$ cat src/rtl/apb4_modport_if.sv
// APB4 bus bundle shared by the apb4_modport peripheral and its master.
// Clock and reset are not part of the bundle; they stay plain ports.
interface apb4_modport_if #(
  parameter int ADDR_WIDTH = 32,
  parameter int DATA_WIDTH = 32
) ();
  logic                  psel;
  logic                  penable;
  logic                  pwrite;
  logic [ADDR_WIDTH-1:0] paddr;
  logic [DATA_WIDTH-1:0] pwdata;
  logic [DATA_WIDTH-1:0] prdata;
  logic                  pready;
  logic                  pslverr;

  modport master (
    output psel, penable, pwrite, paddr, pwdata,
    input  prdata, pready, pslverr
  );

  modport slave (
    input  psel, penable, pwrite, paddr, pwdata,
    output prdata, pready, pslverr
  );
endinterface

$ cat src/rtl/apb4_modport.sv
// APB4 slave: seven RW registers (0x00-0x18) plus a read-only ID word (0x1C),
// programmable wait states and error response for bad addresses.
// Optional protocol checker enabled by defining APB4_MODPORT_PROT_CHECK_EN;
// without it proto_err is tied low and everything else behaves the same.
module apb4_modport #(
  parameter int                    ADDR_WIDTH  = 32,
  parameter int                    DATA_WIDTH  = 32,  // only 32 is supported
  parameter int                    WAIT_STATES = 0,   // 0..15
  parameter logic [DATA_WIDTH-1:0] ID_VALUE    = 32'hA4B4_0001
) (
  input  logic           pclk,
  input  logic           presetn,
  apb4_modport_if.slave  bus,
  output logic           proto_err
);

  // ST_IDLE also covers "just completed": a new transfer must start with SETUP.
  typedef enum logic [1:0] {ST_IDLE, ST_SETUP, ST_ACCESS} state_t;

  localparam logic [3:0] WAIT_LIMIT = 4'(WAIT_STATES);
  localparam logic [2:0] ID_IDX     = 3'd7;

  state_t                state;
  state_t                state_nxt;
  logic [3:0]            wait_cnt;
  logic [DATA_WIDTH-1:0] regs [7];
  logic [DATA_WIDTH-1:0] rd_val;
  logic [2:0]            idx;
  logic                  in_range;
  logic                  addr_err;
  logic                  access;
  logic                  ready;
  logic                  wr_en;

  assign idx      = bus.paddr[4:2];
  assign in_range = (bus.paddr[ADDR_WIDTH-1:5] == '0) && (bus.paddr[1:0] == 2'b00);
  assign addr_err = !in_range || (bus.pwrite && (idx == ID_IDX));
  // An ACCESS cycle only counts once a SETUP has been seen for this transfer.
  assign access   = bus.psel && bus.penable && (state != ST_IDLE);
  assign ready    = presetn && access && (wait_cnt == WAIT_LIMIT);
  assign wr_en    = ready && bus.pwrite && !addr_err;

  // State register for the tracked bus phase.
  always_ff @(posedge pclk or negedge presetn) begin
    // NOTE: flops are updated with <= so every register samples pre-edge values.
    if (!presetn) state <= ST_IDLE;
    else          state <= state_nxt;
  end

  // Next phase from the bus strobes; a completed transfer returns to IDLE.
  always_comb begin
    // NOTE: default first so no path leaves state_nxt unassigned (no latch).
    state_nxt = state;
    if (!bus.psel)               state_nxt = ST_IDLE;
    else if (!bus.penable)       state_nxt = ST_SETUP;
    else if (state == ST_IDLE)   state_nxt = ST_IDLE;
    else if (ready)              state_nxt = ST_IDLE;
    else                         state_nxt = ST_ACCESS;
  end

  // Response outputs; all zero outside the completing cycle and during reset.
  always_comb begin
    bus.pready  = 1'b0;
    bus.pslverr = 1'b0;
    bus.prdata  = '0;
    if (ready) begin
      bus.pready  = 1'b1;
      bus.pslverr = addr_err;
      if (!bus.pwrite && !addr_err) bus.prdata = rd_val;
    end
  end

  // Read mux over the register file and the ID word.
  always_comb begin
    rd_val = ID_VALUE;
    for (int i = 0; i < 7; i++) begin
      if (idx == 3'(i)) rd_val = regs[i];
    end
  end

  // Wait counter: counts stalled ACCESS cycles, clears otherwise.
  always_ff @(posedge pclk or negedge presetn) begin
    if (!presetn)              wait_cnt <= '0;
    else if (access && !ready) wait_cnt <= wait_cnt + 4'd1;
    else                       wait_cnt <= '0;
  end

  // Register file: commits only on an error-free completing write.
  always_ff @(posedge pclk or negedge presetn) begin
    if (!presetn) begin
      // NOTE: seven words of flops, not a RAM, so each entry takes the async reset.
      for (int i = 0; i < 7; i++) regs[i] <= '0;
    end else begin
      for (int i = 0; i < 7; i++) begin
        if (wr_en && (idx == 3'(i))) regs[i] <= bus.pwdata;
      end
    end
  end

`ifdef APB4_MODPORT_PROT_CHECK_EN
  logic [ADDR_WIDTH-1:0] cap_addr;
  logic                  cap_write;
  logic [DATA_WIDTH-1:0] cap_wdata;
  logic                  violation;

  // Capture the transfer attributes presented in SETUP.
  always_ff @(posedge pclk or negedge presetn) begin
    if (!presetn) begin
      cap_addr  <= '0;
      cap_write <= 1'b0;
      cap_wdata <= '0;
    end else if (bus.psel && !bus.penable) begin
      cap_addr  <= bus.paddr;
      cap_write <= bus.pwrite;
      cap_wdata <= bus.pwdata;
    end
  end

  // Flag ACCESS without SETUP, SETUP not followed by ACCESS, or unstable inputs.
  always_comb begin
    violation = 1'b0;
    if (bus.psel && bus.penable && (state == ST_IDLE))      violation = 1'b1;
    if ((state == ST_SETUP) && !(bus.psel && bus.penable)) violation = 1'b1;
    if (access && ((bus.paddr != cap_addr) || (bus.pwrite != cap_write) ||
                   (bus.pwdata != cap_wdata)))              violation = 1'b1;
  end

  // Sticky flag, cleared only by reset.
  always_ff @(posedge pclk or negedge presetn) begin
    if (!presetn)       proto_err <= 1'b0;
    else if (violation) proto_err <= 1'b1;
  end
`else
  assign proto_err = 1'b0;
`endif

endmodule

$ cat src/flat_wrapper.sv
// flat-port wrapper written by rule: the top's interface ports become plain ports
module apb4_modport_flat 
#(
  parameter int                    ADDR_WIDTH  = 32,
  parameter int                    DATA_WIDTH  = 32,                         
  parameter int                    WAIT_STATES = 0,           
  parameter logic [DATA_WIDTH-1:0] ID_VALUE    = 32'hA4B4_0001
)
  (pclk, presetn, proto_err, bus_psel, bus_penable, bus_pwrite, bus_paddr, bus_pwdata, bus_prdata, bus_pready, bus_pslverr);
  apb4_modport_if #(.ADDR_WIDTH(ADDR_WIDTH), .DATA_WIDTH(DATA_WIDTH)) bus_i ();
  input  logic pclk;
  input  logic presetn;
  output logic proto_err;
  input wire logic [$bits(bus_i.psel)-1:0] bus_psel;
  input wire logic [$bits(bus_i.penable)-1:0] bus_penable;
  input wire logic [$bits(bus_i.pwrite)-1:0] bus_pwrite;
  input wire logic [$bits(bus_i.paddr)-1:0] bus_paddr;
  input wire logic [$bits(bus_i.pwdata)-1:0] bus_pwdata;
  output wire logic [$bits(bus_i.prdata)-1:0] bus_prdata;
  output wire logic [$bits(bus_i.pready)-1:0] bus_pready;
  output wire logic [$bits(bus_i.pslverr)-1:0] bus_pslverr;
  assign bus_i.psel = bus_psel;
  assign bus_i.penable = bus_penable;
  assign bus_i.pwrite = bus_pwrite;
  assign bus_i.paddr = bus_paddr;
  assign bus_i.pwdata = bus_pwdata;
  assign bus_prdata = bus_i.prdata;
  assign bus_pready = bus_i.pready;
  assign bus_pslverr = bus_i.pslverr;
  apb4_modport #(.ADDR_WIDTH(ADDR_WIDTH), .DATA_WIDTH(DATA_WIDTH), .WAIT_STATES(WAIT_STATES), .ID_VALUE(ID_VALUE)) u_core (.pclk(pclk), .presetn(presetn), .bus(bus_i), .proto_err(proto_err));
endmodule
$ cat config.mk
export PLATFORM = sky130hd
export DESIGN_NAME = apb4_modport_flat
export DESIGN_NICKNAME = d
export VERILOG_FILES = /design/src/rtl/apb4_modport_if.sv /design/src/rtl/apb4_modport.sv /design/src/flat_wrapper.sv
export SDC_FILE = /design/constraint.sdc
export NUM_CORES = 1
export LEC_CHECK = 0
export BUFFER_PORTS_ARGS = -buffer_cell sky130_fd_sc_hd__buf_2
export CORE_MARGIN = 8
export CORE_UTILIZATION = 45
export CTS_CLUSTER_DIAMETER = 80
export CTS_CLUSTER_SIZE = 14
export DETAILED_ROUTE_END_ITERATION = 16
export SLEW_MARGIN = 20
export SYNTH_ARGS = -nofsm -noshare
export SYNTH_HDL_FRONTEND = slang
export SYNTH_SLANG_ARGS = --single-unit
export TNS_END_PERCENT = 1
$ cat constraint.sdc
create_clock -name pclk -period 5 [get_ports pclk]
set_input_delay 1.5 -clock pclk [delete_from_list [all_inputs] [get_ports pclk]]
set_output_delay 1.5 -clock pclk [all_outputs]
set_load 0.01 [all_outputs]
==> flow_summary.toml <==
[critical_path]
path_cells = "buf_2, nand2b_1, buf_4, o22ai_1, a221oi_1, a21oi_1, nor3_1, buf_2"
cp_data_arrival_time_ns = 3.15
cp-end-kind = "primary output"
critPathBufInv = 3
critical_path_class = "input port to primary output"
cp_slowest_cell = "a221oi_1"
slowest_delay_ns = 0.34
start_kind = "input port"
cp.required_ns = 3.50
crit_family = "buffers and inverters"
cp_max_fo = 17
crit_top_cell = "buf_2"

[layout]
diodes = 0
finalNonFillerCells = 1247
nets = 999
fillers = 2055
layout-drive-gt1-share_pct = 45.6
syn2layout_area_growth_pct = 15.2

[clock_tree]
postCtsSetupRepairBufs = 0
cts_root_buf = "clkbuf_16"
cts_tree = "built"
cts.sinks = 230
insertion_delay_ns = 0.51
path_clk_slew_ns = 0.06
cts_buffers = 20
cts_buffer_depth = 3
hold_buffers = 0
htree_levels = 1
post_cts_resized = 0

[global_route]
first_global_vias = 7214
grt_max_degree = 173
grt_overflow_total = 0
grt.total_usage_pct = 18.1
grt_pass1_wl_mm = 41.4
antenna_found_initial = 1

[timing]
finalSetupViolCount = 0
post-route-period-util_pct = 93.0
rsz0062_at_grt = "no"
fmax_mhz = 215
tns_ns = 0
max_slew_margin_pct = 31.9
worstMarginPinSlew_ns = 1.02
fin_skew_ns = 0.0179
hold_violations = 0
final_max_slew_viol_count = 0
hold_ws_ns = 0.491
period_needed_ns = 4.65

[die]
num_rows = 56
floorplan.initialDensity_pct = 45.3
core_area_um2 = 23300
die_y_um = 169
die_area_um2 = 28600
die_x_um = 169
ios = 104

[yosys]
yosys_warnings = 0
ys_seq_area_share_pct = 54.6
synth-edff-count = 0
ys_types = 36
synth_fp_nets = 891
synth-seq-cells = 230
postSynthAreaPerCell_um2 = 12.9
synth_top_flop_cell = "dfrtp_1"
synth_area_um2 = 10500
yosys.area.top_type = "dfrtp_1"
synthTopCellsByArea = "dfrtp_1 (55%), mux2_2 (25%), mux2i_1 (4.4%)"
synthCells = 820
synthArstFlopShare_pct = 100
yosysTopAreaCellShare_pct = 54.6

[worst_hold_path]
worstHoldPathType = "flip-flop to flip-flop"

[place]
dp_hpwl_mm = 16.3
placed_cells = 1225
io_buffer_count = 102
place_congestion = 0.788

[power]
finalPower_mw = 3.45
p_leak_nw = 6.32
ir_drop_mv = 0.260
power_density_nw_per_um2 = 284

[drt]
viasPerCell = 5.62
dr.pass1.iters = 4
drt_drc_violations_left = 0
wl_per_cell_um = 20.7
num_vias = 7007
first_iter_violations = 410
wl_mm = 25.8
ant_nets = 0

[run_status]
status = "completed"

[job]
drv_cap = 0
[power breakdown]
group / switching [mW] / internal (mW) / leakage (nW)
Clock: 0.665 / 0.716 / 0.258
Combinational: 0.141 / 0.0642 / 2.85
Sequential: 0.000329 / 1.86 / 3.21
[cell families (layout without fill, tap and decap cells)]
logic type                 count (synthesis)  in the layout  synth area share [%]
AOI/OAI and AO/OA                        103            103                  6.95
xor gates and xnor gates                   2              2                 0.166
adders and majority gates                  2              2                 0.237
buffers and inverters                     62            170                  2.49
DFF                                      230            230                  54.6
muxes                                    280            280                  29.6
other                                      1              1                0.0356
and+or+nand+nor                          140            140                  5.99
[sequential cells by signal, indices dropped and copies added, names as in the netlist]
register and flops:
u_core.wait_cnt 4, u_core.regs 224, u_core.state 2
[layout by cell type, fill, tap and decap left out, types with 20 or more instances in the layout]
cell       instances
o22ai_1           30
mux2i_1           46
buf_4             32
mux2_2           230
buf_2            101
a21oi_1           30
dfrtp_1          230
o221a_2           22
clkbuf_16         20
nor2_1            93
[metrics by stage]
step	worst slack, ns	cell area [um^2]	util, %
after floorplan	0.519	10500	-
after global placement	0.329	11600	50.0
after detailed placement	0.371	11600	50.0
after CTS	0.372	12200	52.2
after global routing	0.208	12200	52.2
final	0.352	12200	52.2
[worst register-to-register path, stage by stage (launching register included)]
cell and delay (ns):
dfrtp_1 0.41, inv_1 0.06, ha_1 0.13, and4bb_2 0.24, nand2_1 0.09, nor2_1 0.17
buf_4 0.16, nand4_1 0.45, buf_12 0.39, mux2_2 0.32
[synth_stat cells (all sizes together), types with 2 or more instances]
| cell | n |
|---|---|
| nor2b | 3 |
| inv | 6 |
| nand3b | 2 |
| a21oi | 30 |
| nor3 | 10 |
| o221a | 22 |
| o21ai | 10 |
| nand3 | 5 |
| clkbuf | 27 |
| mux4 | 2 |
| o22ai | 30 |
| o221ai | 2 |
| and2 | 3 |
| mux2 | 232 |
| mux2i | 46 |
| nand4 | 5 |
| nor2 | 93 |
| ha | 2 |
| buf | 28 |
| dfrtp | 230 |
| a221oi | 8 |
| nor4 | 7 |
| nand2 | 4 |
| nand2b | 6 |
[layout make-up]
class                      instances  area [um^2]  area share [%]
sequential                       230         5760            47.4
multi-input combinational        528         4540            37.4
clock buffer                      20          500            4.12
tap                              319          399            3.28
inverter                           7         26.3           0.216
clock inverter                     2         25.0           0.206
timing repair buffer             141          901            7.41
[layer usage]
metal  share of wire (%)  routed length, um  global-route usage (%)  vias up
met1                  46              11800                    25.6     3601
met3                 6.3               1640                    3.38       35
met4                 1.7                439                    3.85        2
met5               0.039                 10                       0        -
met2                  46              11900                    28.7      173
li1                    -                  -                       -     3196
[path summary, 6_finish.rpt]
kind,slack [ns],endpoint,from,cells after the start
worst max-delay path,0.35,bus_prdata[31],bus_paddr[3],8
worst max register to register,2.46,u_core.regs[93]$_DFFE_PN0P_,u_core.wait_cnt[1]$_DFF_PN0_,9
worst min register to register,0.49,u_core.wait_cnt[0]$_DFF_PN0_,u_core.wait_cnt[0]$_DFF_PN0_,1
min in group asynchronous,1.07,u_core.state[1]$_DFF_PN0_,presetn,2
worst min-delay path,0.49,u_core.wait_cnt[0]$_DFF_PN0_,u_core.wait_cnt[0]$_DFF_PN0_,1
max in group asynchronous,2.44,u_core.regs[57]$_DFFE_PN0P_,presetn,3
No activity file was read; power rests on OpenSTA's default activity.
